--- config.mk ---
export PLATFORM = sky130hd
export DESIGN_NAME = mem_stage_ctrl_flat
export DESIGN_NICKNAME = d
export VERILOG_FILES = /design/src/rtl/mem_ctrl_pkg.sv /design/src/rtl/mem_stage_ctrl_if.sv /design/src/rtl/wdog_counter.sv /design/src/rtl/mem_stage_ctrl.sv /design/src/flat_wrapper.sv
export SDC_FILE = /design/constraint.sdc
export NUM_CORES = 1
export LEC_CHECK = 0
export ABC_CLOCK_PERIOD_IN_PS = 2300
export BUFFER_PORTS_ARGS = -buffer_cell sky130_fd_sc_hd__buf_2
export CAP_MARGIN = 10
export CORE_ASPECT_RATIO = 0.75
export CORE_MARGIN = 4
export CORE_UTILIZATION = 36
export CTS_CLUSTER_SIZE = 24
export DETAILED_ROUTE_END_ITERATION = 16
export GPL_TIMING_DRIVEN = 0
export HOLD_SLACK_MARGIN = 0.15
export PLACE_DENSITY = 0.84
export SYNTH_ARGS = -nofsm -noshare
export SYNTH_HDL_FRONTEND = slang
export SYNTH_HIERARCHICAL = 1
export SYNTH_SLANG_ARGS = --single-unit
--- constraint.sdc ---
create_clock -name clk -period 2.3 [get_ports clk]
set_clock_uncertainty 0.2 [all_clocks]
set_input_delay 0.23 -clock clk [delete_from_list [all_inputs] [get_ports clk]]
set_output_delay 0.23 -clock clk [all_outputs]
set_load 0.05 [all_outputs]
--- src/rtl/mem_ctrl_pkg.sv ---
// Shared types for the MEM-stage data-memory access controller.
package mem_ctrl_pkg;

  typedef enum logic [1:0] {
    IDLE,
    REQ,
    WAIT_R,
    DONE
  } mem_state_t;

  localparam int unsigned DATA_W = 32;
  localparam int unsigned ADDR_W = 32;

  function automatic logic is_mem_op(input logic rd, input logic wr);
    return rd | wr;
  endfunction

endpackage

--- src/rtl/mem_stage_ctrl_if.sv ---
// Data-memory req/gnt/rvalid bus between the MEM-stage controller and memory.
interface mem_stage_ctrl_if;
  import mem_ctrl_pkg::*;

  logic              dmem_req;
  logic              dmem_we;
  logic [ADDR_W-1:0] dmem_addr;
  logic [DATA_W-1:0] dmem_wdata;
  logic              dmem_gnt;
  logic              dmem_rvalid;
  logic [DATA_W-1:0] dmem_rdata;

  modport master (
    output dmem_req, dmem_we, dmem_addr, dmem_wdata,
    input  dmem_gnt, dmem_rvalid, dmem_rdata
  );

  modport slave (
    input  dmem_req, dmem_we, dmem_addr, dmem_wdata,
    output dmem_gnt, dmem_rvalid, dmem_rdata
  );

endinterface

--- src/rtl/wdog_counter.sv ---
// Watchdog for outstanding memory accesses: counts enabled cycles since the
// last clear and flags the cycle in which the count reaches LIMIT.
module wdog_counter #(
  parameter int unsigned LIMIT = 255
) (
  input  logic clk,
  input  logic reset,
  input  logic clr,
  input  logic en,
  output logic expired
);

  localparam int unsigned CNT_W = $clog2(LIMIT + 1);

  logic [CNT_W-1:0] count_q;

  always_ff @(posedge clk or posedge reset) begin
    if (reset) begin
      count_q <= '0;
    end else if (clr) begin
      count_q <= '0;
    end else if (en) begin
      count_q <= count_q + CNT_W'(1);
    end
  end

  // Fires in the LIMIT-th enabled cycle, i.e. the edge that would take the count to LIMIT.
  always_comb begin
    expired = en && (count_q == CNT_W'(LIMIT - 1));
  end

endmodule

--- src/rtl/mem_stage_ctrl.sv ---
// MEM-stage data-memory access controller: sequences loads/stores over the
// req/gnt/rvalid bus, stalls the upstream pipeline and bubbles MEM_WB meanwhile.
module mem_stage_ctrl
  import mem_ctrl_pkg::*;
#(
  parameter int unsigned       TIMEOUT_CYCLES = 255,
  parameter logic [DATA_W-1:0] RDATA_ERR      = 32'h0000_0000
) (
  input  logic              clk,
  input  logic              reset,
  input  logic              mem_read_mem,
  input  logic              mem_write_mem,
  input  logic [ADDR_W-1:0] addr_mem,
  input  logic [DATA_W-1:0] wdata_mem,
  mem_stage_ctrl_if.master  dmem,
  output logic              stall,
  output logic              wb_bubble,
  output logic [DATA_W-1:0] read_data_mem,
  output logic              timeout_err
);

  mem_state_t        state_q, state_d;
  logic [DATA_W-1:0] rdata_q;
  logic              mem_op;
  logic              req_c, busy_c;
  logic              capture_c, abort_c;
  logic              wd_clr, wd_en, wd_expired;

  wdog_counter #(
    .LIMIT (TIMEOUT_CYCLES)
  ) u_wdog (
    .clk     (clk),
    .reset   (reset),
    .clr     (wd_clr),
    .en      (wd_en),
    .expired (wd_expired)
  );

  always_comb begin
    mem_op = is_mem_op(mem_read_mem, mem_write_mem);
    wd_clr = (state_q == IDLE);
    wd_en  = (state_q == REQ) || (state_q == WAIT_R);
  end

  always_ff @(posedge clk or posedge reset) begin
    if (reset) begin
      state_q <= IDLE;
    end else begin
      state_q <= state_d;
    end
  end

  always_comb begin
    state_d   = state_q;
    req_c     = 1'b0;
    busy_c    = 1'b0;
    capture_c = 1'b0;
    abort_c   = 1'b0;
    unique case (state_q)
      IDLE: begin
        if (mem_op) begin
          req_c  = 1'b1;
          busy_c = 1'b1;
          if (dmem.dmem_gnt) begin
            state_d = mem_write_mem ? DONE : WAIT_R;
          end else begin
            state_d = REQ;
          end
        end
      end
      REQ: begin
        req_c  = 1'b1;
        busy_c = 1'b1;
        // Watchdog abort wins over a grant landing in the same cycle.
        if (wd_expired) begin
          abort_c = 1'b1;
          state_d = DONE;
        end else if (dmem.dmem_gnt) begin
          state_d = mem_write_mem ? DONE : WAIT_R;
        end
      end
      WAIT_R: begin
        busy_c = 1'b1;
        if (wd_expired) begin
          abort_c = 1'b1;
          state_d = DONE;
        end else if (dmem.dmem_rvalid) begin
          capture_c = 1'b1;
          state_d   = DONE;
        end
      end
      DONE: begin
        state_d = IDLE;
      end
      default: begin
        state_d = IDLE;
      end
    endcase
  end

  always_ff @(posedge clk or posedge reset) begin
    if (reset) begin
      rdata_q     <= '0;
      timeout_err <= 1'b0;
    end else if (abort_c) begin
      rdata_q     <= RDATA_ERR;
      timeout_err <= 1'b1;
    end else if (capture_c) begin
      rdata_q <= dmem.dmem_rdata;
    end
  end

  // Reset drops the handshake and releases the pipeline at once, even with an op still present.
  always_comb begin
    dmem.dmem_req = req_c & ~reset;
    stall         = busy_c & ~reset;
    wb_bubble     = busy_c & ~reset;
  end

  assign dmem.dmem_we    = mem_write_mem;
  assign dmem.dmem_addr  = addr_mem;
  assign dmem.dmem_wdata = wdata_mem;
  assign read_data_mem   = rdata_q;

endmodule
--- src/flat_wrapper.sv ---
// flat-port wrapper written by rule: the top's interface ports become plain ports
module mem_stage_ctrl_flat import mem_ctrl_pkg::*;
#(
  parameter int unsigned       TIMEOUT_CYCLES = 255,
  parameter logic [DATA_W-1:0] RDATA_ERR      = 32'h0000_0000
)
  (clk, reset, mem_read_mem, mem_write_mem, addr_mem, wdata_mem, stall, wb_bubble, read_data_mem, timeout_err, dmem_dmem_req, dmem_dmem_we, dmem_dmem_addr, dmem_dmem_wdata, dmem_dmem_gnt, dmem_dmem_rvalid, dmem_dmem_rdata);
  mem_stage_ctrl_if dmem_i ();
  input  logic clk;
  input  logic reset;
  input  logic mem_read_mem;
  input  logic mem_write_mem;
  input  logic [ADDR_W-1:0] addr_mem;
  input  logic [DATA_W-1:0] wdata_mem;
  output logic stall;
  output logic wb_bubble;
  output logic [DATA_W-1:0] read_data_mem;
  output logic timeout_err;
  output wire logic [$bits(dmem_i.dmem_req)-1:0] dmem_dmem_req;
  output wire logic [$bits(dmem_i.dmem_we)-1:0] dmem_dmem_we;
  output wire logic [$bits(dmem_i.dmem_addr)-1:0] dmem_dmem_addr;
  output wire logic [$bits(dmem_i.dmem_wdata)-1:0] dmem_dmem_wdata;
  input wire logic [$bits(dmem_i.dmem_gnt)-1:0] dmem_dmem_gnt;
  input wire logic [$bits(dmem_i.dmem_rvalid)-1:0] dmem_dmem_rvalid;
  input wire logic [$bits(dmem_i.dmem_rdata)-1:0] dmem_dmem_rdata;
  assign dmem_dmem_req = dmem_i.dmem_req;
  assign dmem_dmem_we = dmem_i.dmem_we;
  assign dmem_dmem_addr = dmem_i.dmem_addr;
  assign dmem_dmem_wdata = dmem_i.dmem_wdata;
  assign dmem_i.dmem_gnt = dmem_dmem_gnt;
  assign dmem_i.dmem_rvalid = dmem_dmem_rvalid;
  assign dmem_i.dmem_rdata = dmem_dmem_rdata;
  mem_stage_ctrl #(.TIMEOUT_CYCLES(TIMEOUT_CYCLES), .RDATA_ERR(RDATA_ERR)) u_core (.clk(clk), .reset(reset), .mem_read_mem(mem_read_mem), .mem_write_mem(mem_write_mem), .addr_mem(addr_mem), .wdata_mem(wdata_mem), .dmem(dmem_i), .stall(stall), .wb_bubble(wb_bubble), .read_data_mem(read_data_mem), .timeout_err(timeout_err));
endmodule
==> flow_metrics.py <==
metrics = {
    "timing": {
        "layout_setup_ws_ns": 0.1304,
        "maxSlewHeadroom_pct": 52.83,
        "maxSlewViolCount": 0,
        "hold_violations": 0,
        "tightest_slew_ns": 0.7067,
        "hold_ws_ns": 0.1517,
        "finalSetupViolCount": 0,
        "tns_ns": 0,
        "clock.fmax_ghz": 0.4609,
        "fin_crit_sh_pct": 94.33,
        "timing.final.crit_period_ns": 2.170,
    },
    "critical_path": {
        "worstRegToRegCells": 10,
        "worstPathArrival_ns": 2.17,
        "timing.rr.start": "u_core/state_q[1]",
        "endpoint_kind": "flip-flop",
        "ff2ff_setup_slack_ns": 0.13,
        "worstPathRequired_ns": 2.30,
        "critical_path_class": "flip-flop to flip-flop",
        "timing.rr.end": "u_core/read_data_mem[2]",
        "crit_fanout": 10,
        "cp-start-kind": "flip-flop",
    },
    "drt": {
        "vias": 2417,
        "wl_um": 7106,
        "detail-route-antenna-nets": 0,
        "drt-wirelength-per-cell_um": 12.94,
        "drt_iter0_drc": 54,
        "viasPerCell": 4.403,
        "drc": 0,
        "first_pass_iters": 4,
    },
    "layout": {
        "drive_gt1_share_pct": 52.26,
        "area_delta_synth_final_pct": 51.66,
        "n_antenna_cell": 0,
        "layout.nets": 573,
        "fin_area_um2": 3827,
    },
    "grt": {
        "grt_overflow_total": 0,
        "busiest_layer": "met2",
        "antenna_found_initial": 0,
        "grt_util_met3_pct": 4.819,
        "first_global_vias": 2373,
        "grt_use_met2_pct": 28.35,
        "grt_first_pass_wirelength_um": 10860,
        "grt_use_met1_pct": 19.07,
        "track_usage_pct": 15.85,
        "grt_start_max_net_pins": 22,
    },
    "clock_network": {
        "cts_buffer_depth": 2,
        "htreeDepth": 2,
        "cts_buffers": 5,
        "cts_tree": "yes",
        "cts_sinks": 43,
        "clkTransAtPathRegs_ns": 0.09,
        "clk_latency_ns": 0.29,
        "root_buffer": "clkbuf_8",
    },
    "status": {
        "status": "complete, no violations",
    },
    "place": {
        "dpl_cell_area_um2": 3352,
        "port_buffers": 138,
        "place_congestion": 0.7669,
        "post-place-ws_ns": -0.4098,
        "hpwl_um": 5214,
    },
    "run": {
        "cap_viol_max_count": 0,
    },
    "logic_synthesis": {
        "synth_area_um2": 2524,
        "ys_seq_area_share_pct": 42.64,
        "ys.warnings.count": 6,
        "synth_seq_cells": 43,
        "syn_avg_cell_area_um2": 8.981,
        "syn_nets": 390,
        "netlist_instances": 281,
        "synth_cell_types": 28,
    },
    "min_path": {
        "worstHoldStart": "dmem_dmem_rvalid",
        "hold_end": "u_core/read_data_mem[8]",
        "hold_depth": 5,
        "min_path_type": "input pin to flip-flop",
    },
    "die": {
        "coreArea_um2": 6799,
        "die_w_um": 104.7,
        "start_util_pct": 37.12,
        "num_io_pins": 203,
        "fp-row-count": 26,
        "die-area_um2": 8428,
        "die_y_um": 80.51,
    },
    "power": {
        "powerDensity_nw_per_um2": 1205,
        "p_leak_uw": 0.002139,
        "peakVddDrop_mv": 0.8470,
    },
}
[critical path: stages, from the launching register on]
cell	delay, ns
dfrtp_1	0.41
inv_2	0.08
ha_4	0.30
buf_6	0.13
nand4_4	0.16
nor2_4	0.18
or2_1	0.14
buf_6	0.12
buf_6	0.13
nand2_1	0.05
a21oi_1	0.16
[cells in the mapped netlist]
| master | n | area [um^2] |
|---|---|---|
| a31oi_1 | 2 | 12.51 |
| ha_1 | 7 | 87.58 |
| nor3_1 | 1 | 5.000 |
| inv_1 | 8 | 30.03 |
| clkbuf_1 | 2 | 7.510 |
| or2_1 | 1 | 6.260 |
| nand2b_1 | 3 | 18.77 |
| o22a_1 | 1 | 8.760 |
| a32o_1 | 1 | 10.01 |
| buf_4 | 67 | 503.0 |
| a21oi_1 | 20 | 100.1 |
| nor2_2 | 1 | 6.260 |
| o21ai_0 | 4 | 20.02 |
| nand2_1 | 70 | 262.8 |
| mux2i_1 | 1 | 10.01 |
| and2_1 | 1 | 6.260 |
| xnor2_1 | 1 | 8.760 |
| dfrtp_1 | 43 | 1076 |
| a211oi_1 | 1 | 7.510 |
| nand3_2 | 10 | 100.1 |
| nand4_4 | 1 | 21.27 |
| buf_6 | 5 | 56.30 |
| xor2_1 | 3 | 26.28 |
| or3_1 | 3 | 18.77 |
| nand3_1 | 8 | 40.04 |
| nor2_1 | 9 | 33.78 |
| buf_2 | 3 | 15.01 |
| nand4_1 | 4 | 25.02 |
[sequential cells by signal (all words and copies together) (netlist names)]
register,count
u_core/read_data_mem,32
u_core/state_q,2
u_core/timeout_err,1
u_core/u_wdog/count_q,8
[how the worst max path moves through the flow]
| stage | start | to | slack (ns) | depth (start not counted) |
|---|---|---|---|---|
| after floorplan | u_core/state_q[0] | wb_bubble | 0.04 | 5 |
| after global placement | u_core/state_q[1] | u_core/read_data_mem[30] | -0.32 | 8 |
| after detailed placement | u_core/state_q[1] | u_core/read_data_mem[2] | -0.41 | 8 |
| after CTS | u_core/state_q[1] | u_core/read_data_mem[2] | 0.05 | 10 |
| after global routing | u_core/state_q[1] | u_core/read_data_mem[1] | -0.01 | 10 |
| final | u_core/state_q[1] | u_core/read_data_mem[2] | 0.13 | 10 |
[kinds of logic after synthesis]
group	Yosys count	share of synthesized area, %
simple gates	112	21.57
buf+inv	85	24.24
flops	43	42.64
compound gates	29	6.297
fa+ha+maj	7	3.470
xor+xnor	4	1.388
mux	1	0.3966
[cells in the final DEF (no fill, tap or decap)]
cell           synthesis  layout
clkbuf_1               2       3
or3_1                  3       3
clkbuf_8               0       5
a21oi_1               20      19
a32o_1                 1       1
nand3_2               10      10
o22a_1                 1       1
inv_1                  8       7
nand4_1                4       4
nor2_4                 0       1
a21oi_2                0       1
buf_4                 67      70
nor2_2                 1       1
or2_1                  1       1
nand2_1               70      69
nand4_4                1       1
inv_2                  0       1
buf_2                  3     141
xor2_1                 3       3
buf_16                 0       1
xnor2_1                1       1
clkinv_2               0       1
ha_1                   7       6
mux2i_1                1       1
ha_4                   0       1
a211oi_1               1       1
and2_2                 0       1
nand3_1                8       8
nor3_2                 0       1
dlygate4sd3_1          0      34
nor2_1                 9       8
buf_6                  5       5
clkbuf_4               0       1
nand2_2                0       1
nand2b_1               3       3
o21ai_0                4       4
a31oi_1                2       2
dfrtp_1               43      43
[metal layers]
| metal | vias to the layer above | share of wire, % |
|---|---|---|
| li1 | 1207 | - |
| met1 | 1090 | 40 |
| met2 | 114 | 52 |
| met3 | 6 | 7.7 |
| met4 | 0 | 0.63 |
| met5 | - | 0 |
[stage by stage]
step                      util, %  power [uW]  std cells
after floorplan                 -        3436        281
after global routing        56.29        4900        549
after CTS                   55.91        4607        546
after detailed placement    49.30        4041        504
after global placement      48.90        3971        503
final                       56.29        4613        549
[area by class of cell]
cell class              instances  area [um^2]
plain buffers                  77        585.6
repair buffers                176         1081
clock buffers                   7        76.32
clock inverters                 1        5.005
multi-input cells             153        868.3
flip-flops and latches         43         1076
fillers                       603         2972
well taps                      84        105.1
inverters                       8        30.03
[power breakdown]
part	total, uW	switching, uW	internal, uW
sequential	1280	210	1070
clock	468	254	214
combinational	2860	2000	861
total	4610	2470	2150
[timing repair]
action                                  4_1_cts  5_1_grt
gates cloned                                  0        0
endpoints found under the setup margin       32       24
buffers inserted                              0        3
hold endpoints to repair                     55        0
gates resized for setup                       7        2
hold buffers                                 34        0
pin swaps                                     0        1
(Power assumes the default switching activity.)
